`config.mk`:
```
export PLATFORM = sky130hd
export DESIGN_NAME = game_tick_receiver
export DESIGN_NICKNAME = d
export VERILOG_FILES = /design/src/rtl/game_tick_receiver.sv
export SDC_FILE = /design/constraint.sdc
export NUM_CORES = 1
export LEC_CHECK = 0
export ABC_AREA = 0
export ABC_CLOCK_PERIOD_IN_PS = 3300
export CORE_ASPECT_RATIO = 1.25
export CORE_MARGIN = 2
export CORE_UTILIZATION = 35
export CTS_BUF_LIST = sky130_fd_sc_hd__clkbuf_16
export DETAILED_ROUTE_END_ITERATION = 10
export SYNTH_ARGS = -nofsm -noshare
export SYNTH_HDL_FRONTEND = slang
export SYNTH_SLANG_ARGS = --single-unit
export TNS_END_PERCENT = 10
```
`constraint.sdc`:
```
create_clock -name clk_in -period 3.3 [get_ports clk_in]
set_clock_uncertainty 0.1 [all_clocks]
set_input_delay 0.66 -clock clk_in [delete_from_list [all_inputs] [get_ports clk_in]]
set_output_delay 0.66 -clock clk_in [all_outputs]
set_load 0.02 [all_outputs]
```
`src/rtl/game_tick_receiver.sv`:
```
// Synchronizes the divided game clock into the clk_in domain and turns selected
// transitions into single-cycle ticks, with pending/ack handshake, frame counter and stall watchdog.
module game_tick_receiver #(
    parameter int SYNC_STAGES = 2,
    parameter int EDGE_MODE   = 0,
    parameter int TIMEOUT     = 40000000
) (
    input  logic        clk_in,
    input  logic        rst_n,
    input  logic        slow_clk,
    input  logic        tick_ack,
    output logic        tick,
    output logic        tick_pending,
    output logic [15:0] tick_count,
    output logic        overrun,
    output logic        stalled
);
    localparam int WD_W  = $clog2(TIMEOUT);
    localparam int ARM_W = $clog2(SYNC_STAGES + 1);
    localparam logic [WD_W-1:0]  WD_MAX   = WD_W'(TIMEOUT - 1);
    localparam logic [ARM_W-1:0] ARM_LAST = ARM_W'(SYNC_STAGES);

    typedef enum logic [1:0] {ARMING, RUN, STALL} state_t;

    state_t                 state, state_next;
    logic [SYNC_STAGES-1:0] sync;
    logic                   prev;
    logic [ARM_W-1:0]       arm_cnt, arm_next;
    logic [WD_W-1:0]        wd, wd_next;
    logic                   trans, qual, issue;

    assign trans   = sync[SYNC_STAGES-1] ^ prev;
    assign qual    = trans && ((EDGE_MODE == 1) || sync[SYNC_STAGES-1]);
    assign stalled = (state == STALL);

    always_ff @(posedge clk_in) begin
        if (!rst_n) state <= ARMING;
        else        state <= state_next;
    end

    // ARMING waits until the synchronizer and prev hold real samples, so a
    // slow_clk already high at reset release never looks like an edge.
    always_comb begin
        state_next = state;
        arm_next   = arm_cnt;
        wd_next    = wd;
        issue      = 1'b0;
        case (state)
            ARMING: begin
                wd_next = '0;
                if (arm_cnt == ARM_LAST) state_next = RUN;
                else                     arm_next   = arm_cnt + ARM_W'(1);
            end
            RUN: begin
                issue = qual;
                if (trans)              wd_next = '0;
                else if (wd != WD_MAX)  wd_next = wd + WD_W'(1);
                if (!trans && wd_next == WD_MAX) state_next = STALL;
            end
            STALL: begin
                issue = qual;
                if (trans) begin
                    wd_next    = '0;
                    state_next = RUN;
                end
            end
            default: state_next = ARMING;
        endcase
    end

    always_ff @(posedge clk_in) begin
        if (!rst_n) begin
            sync         <= '0;
            prev         <= 1'b0;
            arm_cnt      <= '0;
            wd           <= '0;
            tick         <= 1'b0;
            tick_pending <= 1'b0;
            tick_count   <= '0;
            overrun      <= 1'b0;
        end else begin
            sync    <= {sync[SYNC_STAGES-2:0], slow_clk};
            prev    <= sync[SYNC_STAGES-1];
            arm_cnt <= arm_next;
            wd      <= wd_next;
            tick    <= issue;
            if (issue) begin
                tick_count   <= tick_count + 16'd1;
                tick_pending <= 1'b1;
                // an ack landing with the new tick retires the old one cleanly
                if (tick_pending && !tick_ack) overrun <= 1'b1;
            end else if (tick_ack) begin
                tick_pending <= 1'b0;
            end
        end
    end
endmodule
```
* Word level (Yosys, flattened, before mapping)
Cells that the tools add are included.
** Operators by class
- Add/subtract/negate cells :: 3
- Mux-type cells :: 12
- Equal/unequal tests :: 8
- Reduce and logical (&&, ||, !) cells :: 13
- Bitwise logic cells :: 2
** Operators by type and width (count)
- 26-bit two-way mux :: 4
- 26-bit case mux with 3 select lines :: 1
- 26-bit by 1-bit adder with 26-bit output (second input constant) :: 1
- 26-bit == test (second input constant) :: 1
- 26-bit != test (second input constant) :: 1
- 16-bit by 1-bit adder with 16-bit output (second input constant) :: 1
- 2-bit two-way mux :: 3
- 2-bit case mux with 3 select lines :: 1
- 2-bit AND reduction :: 3
- 2-bit == test (second input constant) :: 2
- 2-bit != test (second input constant) :: 2
- 1-bit logical AND :: 3
- 1-bit two-way mux :: 3
- 3-bit AND reduction :: 1
- 3-bit nonzero test :: 1
- 2-bit by 1-bit adder with 2-bit output (second input constant) :: 1
- 2-bit by 1-bit == test with 1-bit output (second input constant) :: 1
- 1-bit zero test :: 2
- 2-bit zero test :: 1
- 2-bit by 1-bit != test with 1-bit output (second input constant) :: 1
- 2-bit nonzero test :: 1
- 2-bit OR reduction :: 1
- 1-bit inverter :: 1
- 1-bit bitwise XOR :: 1
** Storage, ports and cells
- Output and inout port bits :: 20
- Bits in registers :: 52
- Input port bits :: 4

* Longest topological paths before layout
Gate-level depths: netlist (run 1).
- Word-level depth :: 8
- Depth in mapped cells :: 11
- Gate-level depth less buffers :: 10

* Least setup slack after synthesis (run 1)
Ideal clock, no wire load.
- Path type :: reg-to-reg
- From :: reg wd[0]
- To :: reg state[1]
- Setup slack :: 0.835 ns
- Data arrival time :: 2.293 ns
- Library setup time :: 0.073 ns
- Stages on the path, launching flop included :: 10
- Required time :: 3.127 ns
- Buffers on the path :: 0
- Path through :: dfxtp_1 ha_1 nand3_1 nor2_4 a21bo_2 or3_1 a221oi_1 and4b_1 nor2_1 nor3b_2
** On the way
- Word-level cells in the longest chain between the ends :: 8
- Elaborated cells between the ends (all ways) :: 9
** Ends and longest elaborated chain
- from (decl) :: line 29 : logic [WD_W-1:0] wd, wd_next;
- from (signal assigned) :: line 85 : wd <= wd_next;
- 26-bit by 1-bit adder with 26-bit output or 26-bit != test (tied branches) :: line 57 : else if (wd != WD_MAX) wd_next = wd + WD_W'(1);
- 26-bit two-way mux * :: line 57
- 26-bit two-way mux * :: line 56 : if (trans) wd_next = '0;
- 26-bit two-way mux * :: line 48 : case (state)
- 26-bit == test * :: line 58 : if (!trans && wd_next == WD_MAX) state_next = STALL;
- 1-bit logical AND * :: line 58
- 2-bit != test (no line) *
- 3-bit AND reduction (no line) *
- to (signal assigned) :: line 38 : else state <= state_next;
- to (decl) :: line 25 : state_t state, state_next;
Mark *: on every way between the ends. The rest lies on a longest branch, timed or not. The select of a mux whose other input is x is not followed.
A chain may end at the register's enable or synchronous reset.

* Final worst setup path (run 1)
Ends and elaborated chain as after synthesis.

==> results.yml, run 1 <==
timing:
  clock.fmax_mhz: 353
  period_minus_slack_ns: 2.83
  report.final.slew_viol_count: 0
  rsz0062_at_grt: "no"
  max_slew_margin_pct: 63.7
  finalHoldViolCount: 0
  fin_ws_ns: 0.469
  final.setup.tns_ns: 0
  worstMarginPinSlew_ns: 0.541
  setup_viol: 0
  final.period_utilization_pct: 85.8
critical_path:
  worst-r2r-cell-count: 9
  path_class: "flip-flop to flip-flop"
  worstPathArrival_ns: 2.96
  crit_path_end_kind: "flip-flop"
  required_ns: 3.43
  cp_num_buf_inv: 0
  worstSetupPathDepth: 9
  crit_chain: "ha_1 -> nand3_1 -> nor2_4 -> a21bo_2 -> or3_1 -> a221oi_1 -> and4b_1 -> nor2_1 -> nor3b_2"
  max_stage_delay_ns: 0.42
  crit_slowest_cell: "dfxtp_1"
  worstPathMaxFanout: 8
  cp-start-kind: "flip-flop"
  crit_family: "simple AND/OR/NAND/NOR gates"
yosys:
  mappedNetlistArea_um2: 3070
  synth_edf_count: 0
  synth.top_cell.area_share_pct: 33.9
  synth_top_area_cell: "dfxtp_1"
  ys_warn_count: 0
  yosys_most_used_dff: "dfxtp_1"
  synth_seq_area_share_pct: 33.9
  ys_async_sr_fraction_pct: 0
  syn_area_per_cell_um2: 8.18
  synth_area_leaders: "dfxtp_1 34%, and2_1 5.5%, nand2_1 5.0%, xnor2_1 4.6%, o21ai_0 4.1%"
  yosysMostFrequentCell: "dfxtp_1"
  synthTopCellsByCount: "52 x dfxtp_1, 41 x nand2_1, 27 x and2_1, 25 x o21ai_0, 20 x nor2_1"
  ys_ff_latch: 52
  ys_types: 59
  syn-instance-count: 375
  syn_nets: 387
pwr:
  swShare_pct: 27.3
  p_clk_share_pct: 38.7
  seqPwrFrac_pct: 43.7
  p_switching_w: 0.000415
  combinationalPowerShare_pct: 17.6
  cellPowerDensity_nw_per_um2: 424
  p_leak_nw: 1.25
  intPower_w: 0.00110
  peakVddDrop_mv: 0.251
clocking:
  tritoncts: "yes"
  cts_setup_buffers: 0
  insertion_delay_ns: 0.29
  cts_root_buffer: "clkbuf_16"
  cts.path.max_buffers: 2
  cts_hold_buf: 0
  path_clk_slew_ns: 0.07
  cts-htree-levels: 2
  cts_sinks: 52
  cts_made_buffers: 5
  cts_resized: 0
floorplanning:
  dieHeight_um: 109
  core_um2: 8610
  io_pins: 24
  std_cell_rows: 38
  start_util_pct: 35.6
  die_area_um2: 9540
  die_w_um: 87.7
worst_hold_path:
  hold_depth: 1
  hold_class: "flip-flop to flip-flop"
routing:
  ant_nets: 0
  detail_route.wl_per_cell_um: 15.1
  dr.pass1.iters: 6
  vias_per_cell: 5.44
  drt_wl_total_um: 7770
  post-route-drc-count: 0
  drt_iter0_drc: 203
  vias: 2798
status:
  status: "finished, final reports clean"
placed_design:
  dp_hpwl_um: 5530
  io_buffers: 23
  place_ws_ns: 0.542
  placed_cells: 506
  place_congestion: 1.01
finish:
  diodes: 0
  final_net_count: 405
  postLayoutCoreUtil_pct: 41.6
  instances_no_fill: 514
  area_growth_syn_to_layout_pct: 16.6
  drive_gt1_share_pct: 6.85
  fillers: 860
global_routing:
  grt_usage_pct: 17.1
  grt_overflow: 0
  grt_max_degree: 54
  grt_antenna_before_repair: 0
  grt_pass1_vias: 2584
  grt_pass1_wl_um: 12900
run:
  drv_cap: 0
==> kinds of logic (layout without fill, tap and decap cells) <==
group	Yosys count	count (layout)	share of synthesized area (%)
and+or+nand+nor	184	184	34.7
AOI/OAI and AO/OA	83	83	17.8
DFF	52	52	33.9
buffers and inverters	24	43	3.22
xor gates and xnor gates	22	22	6.28
adders and majority gates	8	8	3.26
muxes	2	2	0.816
==> routing by layer <==
metal	GRT usage (%)	part of all wire, %	vias to the layer above
li1	-	-	1383
met3	2.73	4.6	24
met1	22.0	45	1292
met4	6.59	3.4	0
met2	28.5	47	99
met5	0	0	-
==> final timing paths <==
kind         startpoint        to  slack, ns
max               wd[0]  state[1]       0.47
min             sync[0]   sync[1]       0.34
min reg2reg     sync[0]   sync[1]       0.34
max reg2reg       wd[0]  state[1]       0.47
==> metrics by stage <==
step	hold WS (ns)	power (W)	cell area, um^2
2_1_floorplan	0.312	0.000870	3070
3_3_place_gp	0.315	0.000939	3410
3_5_place_dp	0.325	0.000945	3410
4_1_cts	0.342	0.00153	3580
5_1_grt	0.356	0.00160	3580
6_report	0.339	0.00152	3580
==> layout make-up <==
type / instances / area [um^2] / share of cell area (%)
Clock buffer: 5 / 125 / 3.50
Clock inverter: 3 / 38.8 / 1.08
Inverter: 7 / 26.3 / 0.735
Multi-Input combinational cell: 299 / 1930 / 53.9
Sequential cell: 52 / 1040 / 29.1
Tap cell: 120 / 150 / 4.20
Timing Repair Buffer: 28 / 268 / 7.49
==> power by group through the flow <==
stage | logic, W | clock network, W | registers (W)
floorplan | 0.000193 | 0 | 0.000677
global placement | 0.000262 | 0 | 0.000677
detailed placement | 0.000266 | 0 | 0.000679
CTS | 0.000266 | 0.000599 | 0.000664
global route | 0.000309 | 0.000619 | 0.000667
finish | 0.000267 | 0.000588 | 0.000664
==> cells in the final DEF, fill, tap and decap left out, drive strengths merged, types with 3 or more instances in the layout <==
master,instances
xnor2,16
o21a,3
and2,27
nand2b,3
or3,9
clkdlybuf4s50,23
dfxtp,52
and3,11
clkbuf,5
a21oi,16
nor3,7
nand2,41
a22oi,6
ha,8
a21boi,9
inv,8
nor4,11
a211oi,3
nor2b,14
o21ai,25
nand3,16
buf,5
nor2,21
nand4,11
and4,4
a31oi,4
xor2,6
==> state kept, by name, summed over array words and instances (netlist names) <==
| signal | count |
|---|---|
| tick_count | 16 |
| prev | 1 |
| state | 2 |
| arm_cnt | 2 |
| wd | 26 |
| sync | 2 |
| tick | 1 |
| overrun | 1 |
| tick_pending | 1 |
No activity file was read; power rests on OpenSTA's default activity.
==> run 2, diff against run 1 <==
--- a/config.mk
+++ b/config.mk
@@ -10,5 +10,5 @@
 export CORE_ASPECT_RATIO = 1.25
-export CORE_MARGIN = 2
 export CORE_UTILIZATION = 35
 export CTS_BUF_LIST = sky130_fd_sc_hd__clkbuf_16
+export CTS_CLUSTER_SIZE = 25
 export DETAILED_ROUTE_END_ITERATION = 10
==> constraint.sdc (replaced) <==
create_clock -name clk_in -period 3.3 [get_ports clk_in]
set_clock_uncertainty 0.1 [all_clocks]
set_input_delay 0.99 -clock clk_in [delete_from_list [all_inputs] [get_ports clk_in]]
set_output_delay 0.99 -clock clk_in [all_outputs]
set_load 0.02 [all_outputs]
==> run 2 against run 1 <==
Critical path depth unchanged. Cell count shrank 0.39%. Final area shrank 0.38%. Largest power group unchanged.
==> results.yml, run 2 (synthesis gave the netlist of run 1 again) <==
finish:
  drive_gt1_share_pct: 7.34
  final_net_count: 406
  diodes: 0
  largest_reg_flops: 26
  layout_common_cells: "52 x dfxtp_1, 41 x nand2_1, 27 x and2_1"
  fillers: 848
  area_growth_syn_to_layout_pct: 16.2
  final_common_cell: "dfxtp_1"
  reg.largest.list: "wd x26, tick_count x16"
  stdcell_area_um2: 3560
  seqCellArea_um2: 1040
  multi_input_area_um2: 1930
  max_flop_register: "wd"
critical_path:
  crit_path_end_kind: "flip-flop"
  required_ns: 3.43
  worstPathMaxFanout: 8
  worstPathArrival_ns: 2.95
  path_class: "flip-flop to flip-flop"
  cp-start-kind: "flip-flop"
placed_design:
  place_congestion: 0.936
  placed_area_um2: 3420
  dp_hpwl_um: 5380
  place_ws_ns: 0.510
  io_buffers: 23
pwr:
  p_switching_w: 0.000427
  intPower_w: 0.00103
  swShare_pct: 29.3
  p_leak_nw: 1.24
  p_clk_share_pct: 36.5
  cellPowerDensity_nw_per_um2: 409
  seqPwrFrac_pct: 45.6
  combinationalPowerShare_pct: 17.9
  power_w: 0.00146
  peakVddDrop_mv: 0.263
routing:
  ant_nets: 0
  drt_wl_total_um: 7710
  dr.pass1.iters: 4
  post-route-drc-count: 0
  drt_iter0_drc: 159
  detail_route.wl_per_cell_um: 15.1
  vias: 2761
  vias_per_cell: 5.39
timing:
  rsz0062_at_grt: "no"
  final.period_utilization_pct: 85.4
  clock.fmax_mhz: 355
  worstMarginPinSlew_ns: 0.736
  setup_viol: 0
  max_slew_margin_pct: 50.5
  period_minus_slack_ns: 2.82
  finalHoldViolCount: 0
  holdWs_ns: 0.351
  final.setup.tns_ns: 0
  report.final.slew_viol_count: 0
  fin_ws_ns: 0.481
clocking:
  cts_resized: 0
  cts_root_buffer: "clkbuf_16"
  cts_hold_buf: 0
  insertion_delay_ns: 0.30
  path_clk_slew_ns: 0.07
  cts_setup_buffers: 0
  cts_sinks: 52
  cts.path.max_buffers: 2
  cts_made_buffers: 5
  cts-htree-levels: 2
  tritoncts: "yes"
floorplanning:
  core_um2: 8380
  start_util_pct: 36.6
  die_area_um2: 9150
  die_w_um: 85.7
  std_cell_rows: 37
  io_pins: 24
  dieHeight_um: 107
global_routing:
  grt_pass1_wl_um: 13000
  grt_pass1_vias: 2635
  grt_usage_pct: 17.9
  grt_max_degree: 54
  grt_overflow: 0
  grt_antenna_before_repair: 0
status:
  status: "finished, final reports clean"
worst_hold_path:
  hold_class: "flip-flop to flip-flop"
run:
  drv_cap: 0
-- run 2: cell count changes in the layout (fill, tap and decap cells not counted) --
cell / before / now
inv_6: 0 / 1
bufinv_16: 1 / 0
inv_1: 8 / 7
buf_4: 5 / 6
clkinvlp_4: 0 / 1
-- run 2: per-stage QoR --
| stage | util, % | std cells |
|---|---|---|
| after floorplan | - | 375 |
| after global placement | 40.8 | 504 |
| after detailed placement | 40.8 | 504 |
| after CTS | 42.5 | 512 |
| after global routing | 42.5 | 512 |
| final | 42.5 | 512 |
-- run 2: final cells by class --
class / instances / area share [%]
Multi-Input combinational cell: 299 / 54.1
Sequential cell: 52 / 29.2
Timing Repair Buffer: 29 / 7.72
Tap cell: 117 / 4.11
Clock buffer: 5 / 3.51
Inverter: 7 / 0.737
Clock inverter: 3 / 0.597
-- run 2: final timing paths --
path / start / cells after the start / endpoint / slack, ns
hold reg to reg: sync[0] / 1 / sync[1] / 0.35
setup reg to reg: wd[0] / 9 / state[1] / 0.48
setup / recovery: wd[0] / 9 / state[1] / 0.48
hold / removal: sync[0] / 1 / sync[1] / 0.35
-- run 2: layer usage --
metal  GRT usage, %  wire length, um  vias up
li1               -                -     1388
met1           22.3             3480     1275
met2           30.3             3630       81
met3           3.31              399       17
met4           7.02              200        0
met5              0                0        -
-- run 2: critical path, stage by stage, from the launching register on --
cell and delay [ns]:
dfxtp_1 0.43, ha_1 0.32, nand3_1 0.30, nor2_4 0.24
a21bo_2 0.28, or3_1 0.31, a221oi_1 0.27, and4b_1 0.28
nor2_1 0.06, nor3b_2 0.16
-- run 2: power groups by stage --
stage	Combinational (W)	Clock, W	Sequential (W)
final	0.000261	0.000532	0.000665
after floorplan	0.000193	0	0.000677
after CTS	0.000265	0.000543	0.000665
after global routing	0.000298	0.000566	0.000669
after global placement	0.000260	0	0.000679
after detailed placement	0.000264	0	0.000680
==> run 3, diff against run 2 <==
CORE_ASPECT_RATIO = 1.75   (was 1.25)
==> run 3 against run 2 <==
Total power increased by 8.2%. Wire length increased by 14%. Clock power increased by 19%. First-iteration DRC count increased by 5.7%. Sequential power about the same. Maximum frequency about the same. Sequential share of layout area decreased by 0.37 points. Cell count decreased by 0.20%.
==> results.yml, run 3 (synthesis gave the netlist of run 1 again) <==
routing:
  drt_iter0_drc: 168
  wl_met1_um: 3260
  wl_met3_um: 312
  detail_route.wl_per_cell_um: 17.3
  drt_wl_total_um: 8820
  ant_nets: 0
  highest_layer: "met4"
  post-route-drc-count: 0
  vias_per_cell: 5.59
  dr.pass1.iters: 4
  wl_met2_um: 4800
  vias: 2855
critical_path:
  r2r_start: "wd[0]"
  worst-r2r-cell-count: 9
  path_class: "flip-flop to flip-flop"
  crit_path_end_kind: "flip-flop"
  worstPathMaxFanout: 8
  required_ns: 3.41
  cp-start-kind: "flip-flop"
  regToRegEndpoint: "state[0]"
  worstPathArrival_ns: 2.93
  r2r_slack_ns: 0.48
clocking:
  cts_hold_buf: 0
  cts_resized: 0
  cts_root_buffer: "clkbuf_16"
  cts-htree-levels: 2
  path_clk_slew_ns: 0.08
  cts_setup_buffers: 0
  cts_made_buffers: 5
  cts.path.max_buffers: 2
  tritoncts: "yes"
  cts_sinks: 52
  insertion_delay_ns: 0.30
finish:
  seqCellArea_um2: 1040
  multi_input_area_um2: 1930
  final_net_count: 407
  drive_gt1_share_pct: 7.58
  fillers: 857
  final_common_cell: "dfxtp_1"
  reg.largest.list: "wd x26, tick_count x16"
  max_flop_register: "wd"
  largest_reg_flops: 26
  layout_common_cells: "52 x dfxtp_1, 41 x nand2_1, 27 x and2_1"
  area_growth_syn_to_layout_pct: 17.7
  diodes: 0
pwr:
  peakVddDrop_mv: 0.244
  cellPowerDensity_nw_per_um2: 437
  p_leak_nw: 1.27
  power_w: 0.00158
placed_design:
  place_congestion: 1.00
  io_buffers: 23
  place_ws_ns: 0.508
  dp_hpwl_um: 6620
timing:
  final.period_utilization_pct: 85.4
  max_slew_margin_pct: 44.5
  period_minus_slack_ns: 2.82
  rsz0062_at_grt: "no"
  fin_ws_ns: 0.483
  report.final.slew_viol_count: 0
  clock.fmax_mhz: 355
  final.setup.tns_ns: 0
  worstMarginPinSlew_ns: 0.830
  finalHoldViolCount: 0
  setup_viol: 0
worst_hold_path:
  min_from: "sync[0]"
  hold_class: "flip-flop to flip-flop"
  hold_depth: 1
  hold_end: "sync[1]"
global_routing:
  grt_usage_pct: 20.6
  grt_antenna_before_repair: 0
  grt_pass1_wl_um: 14400
  grt_pass1_vias: 2826
  grt_overflow: 0
  grt_max_degree: 24
run:
  drv_cap: 0
floorplanning:
  std_cell_rows: 44
  die_area_um2: 9160
  dieHeight_um: 126
  die_w_um: 72.8
  core_um2: 8420
  io_pins: 24
  start_util_pct: 36.4
status:
  status: "finished, final reports clean"
-- run 3: area by class of cell --
cell class	count	share of cell area, %
multi-input cells	299	53.4
clock buffers	5	3.47
clock inverters	3	1.39
inverters	7	0.728
well taps	115	3.99
flip-flops and latches	52	28.8
repair buffers	30	8.18
-- run 3: routing by layer --
metal  up-vias  track usage (%)
li1       1393                -
met1      1353             20.9
met2        80             37.6
met3        29             3.44
met4         0             13.3
met5         -                0
-- run 3: power by group --
group	leakage, nW	internal, W	switching, W
sequential	0.420	0.000650	0.0000145
clock	0.0863	0.000367	0.000266
combinational	0.759	0.000103	0.000178
total	1.27	0.00112	0.000458
-- run 3: worst max path at each step --
stage | start | end | slack [ns]
2_1_floorplan | wd[0] | state[1] | 0.83
3_3_place_gp | wd[2] | state[0] | 0.56
3_5_place_dp | wd[0] | state[0] | 0.51
4_1_cts | wd[0] | state[0] | 0.48
5_1_grt | wd[2] | state[0] | 0.25
6_report | wd[0] | state[0] | 0.48
-- run 3: worst max-delay path: stages, from the launching register on --
cell and delay [ns]:
dfxtp_1 0.43, ha_1 0.31, nand3_1 0.29, nor2_4 0.24
a21bo_2 0.28, or3_1 0.30, a221oi_1 0.27, and4b_1 0.28
o211ai_1 0.11, o31ai_1 0.11
-- run 3: stage by stage --
step           utilization, %  hold slack (ns)  instances  instance area (um^2)
6_report                 42.9            0.344        511                  3610
5_1_grt                  42.9            0.365        511                  3610
4_1_cts                  42.9            0.348        511                  3610
2_1_floorplan               -            0.312        375                  3070
3_5_place_dp             40.8            0.325        503                  3430
3_3_place_gp             40.8            0.334        503                  3430
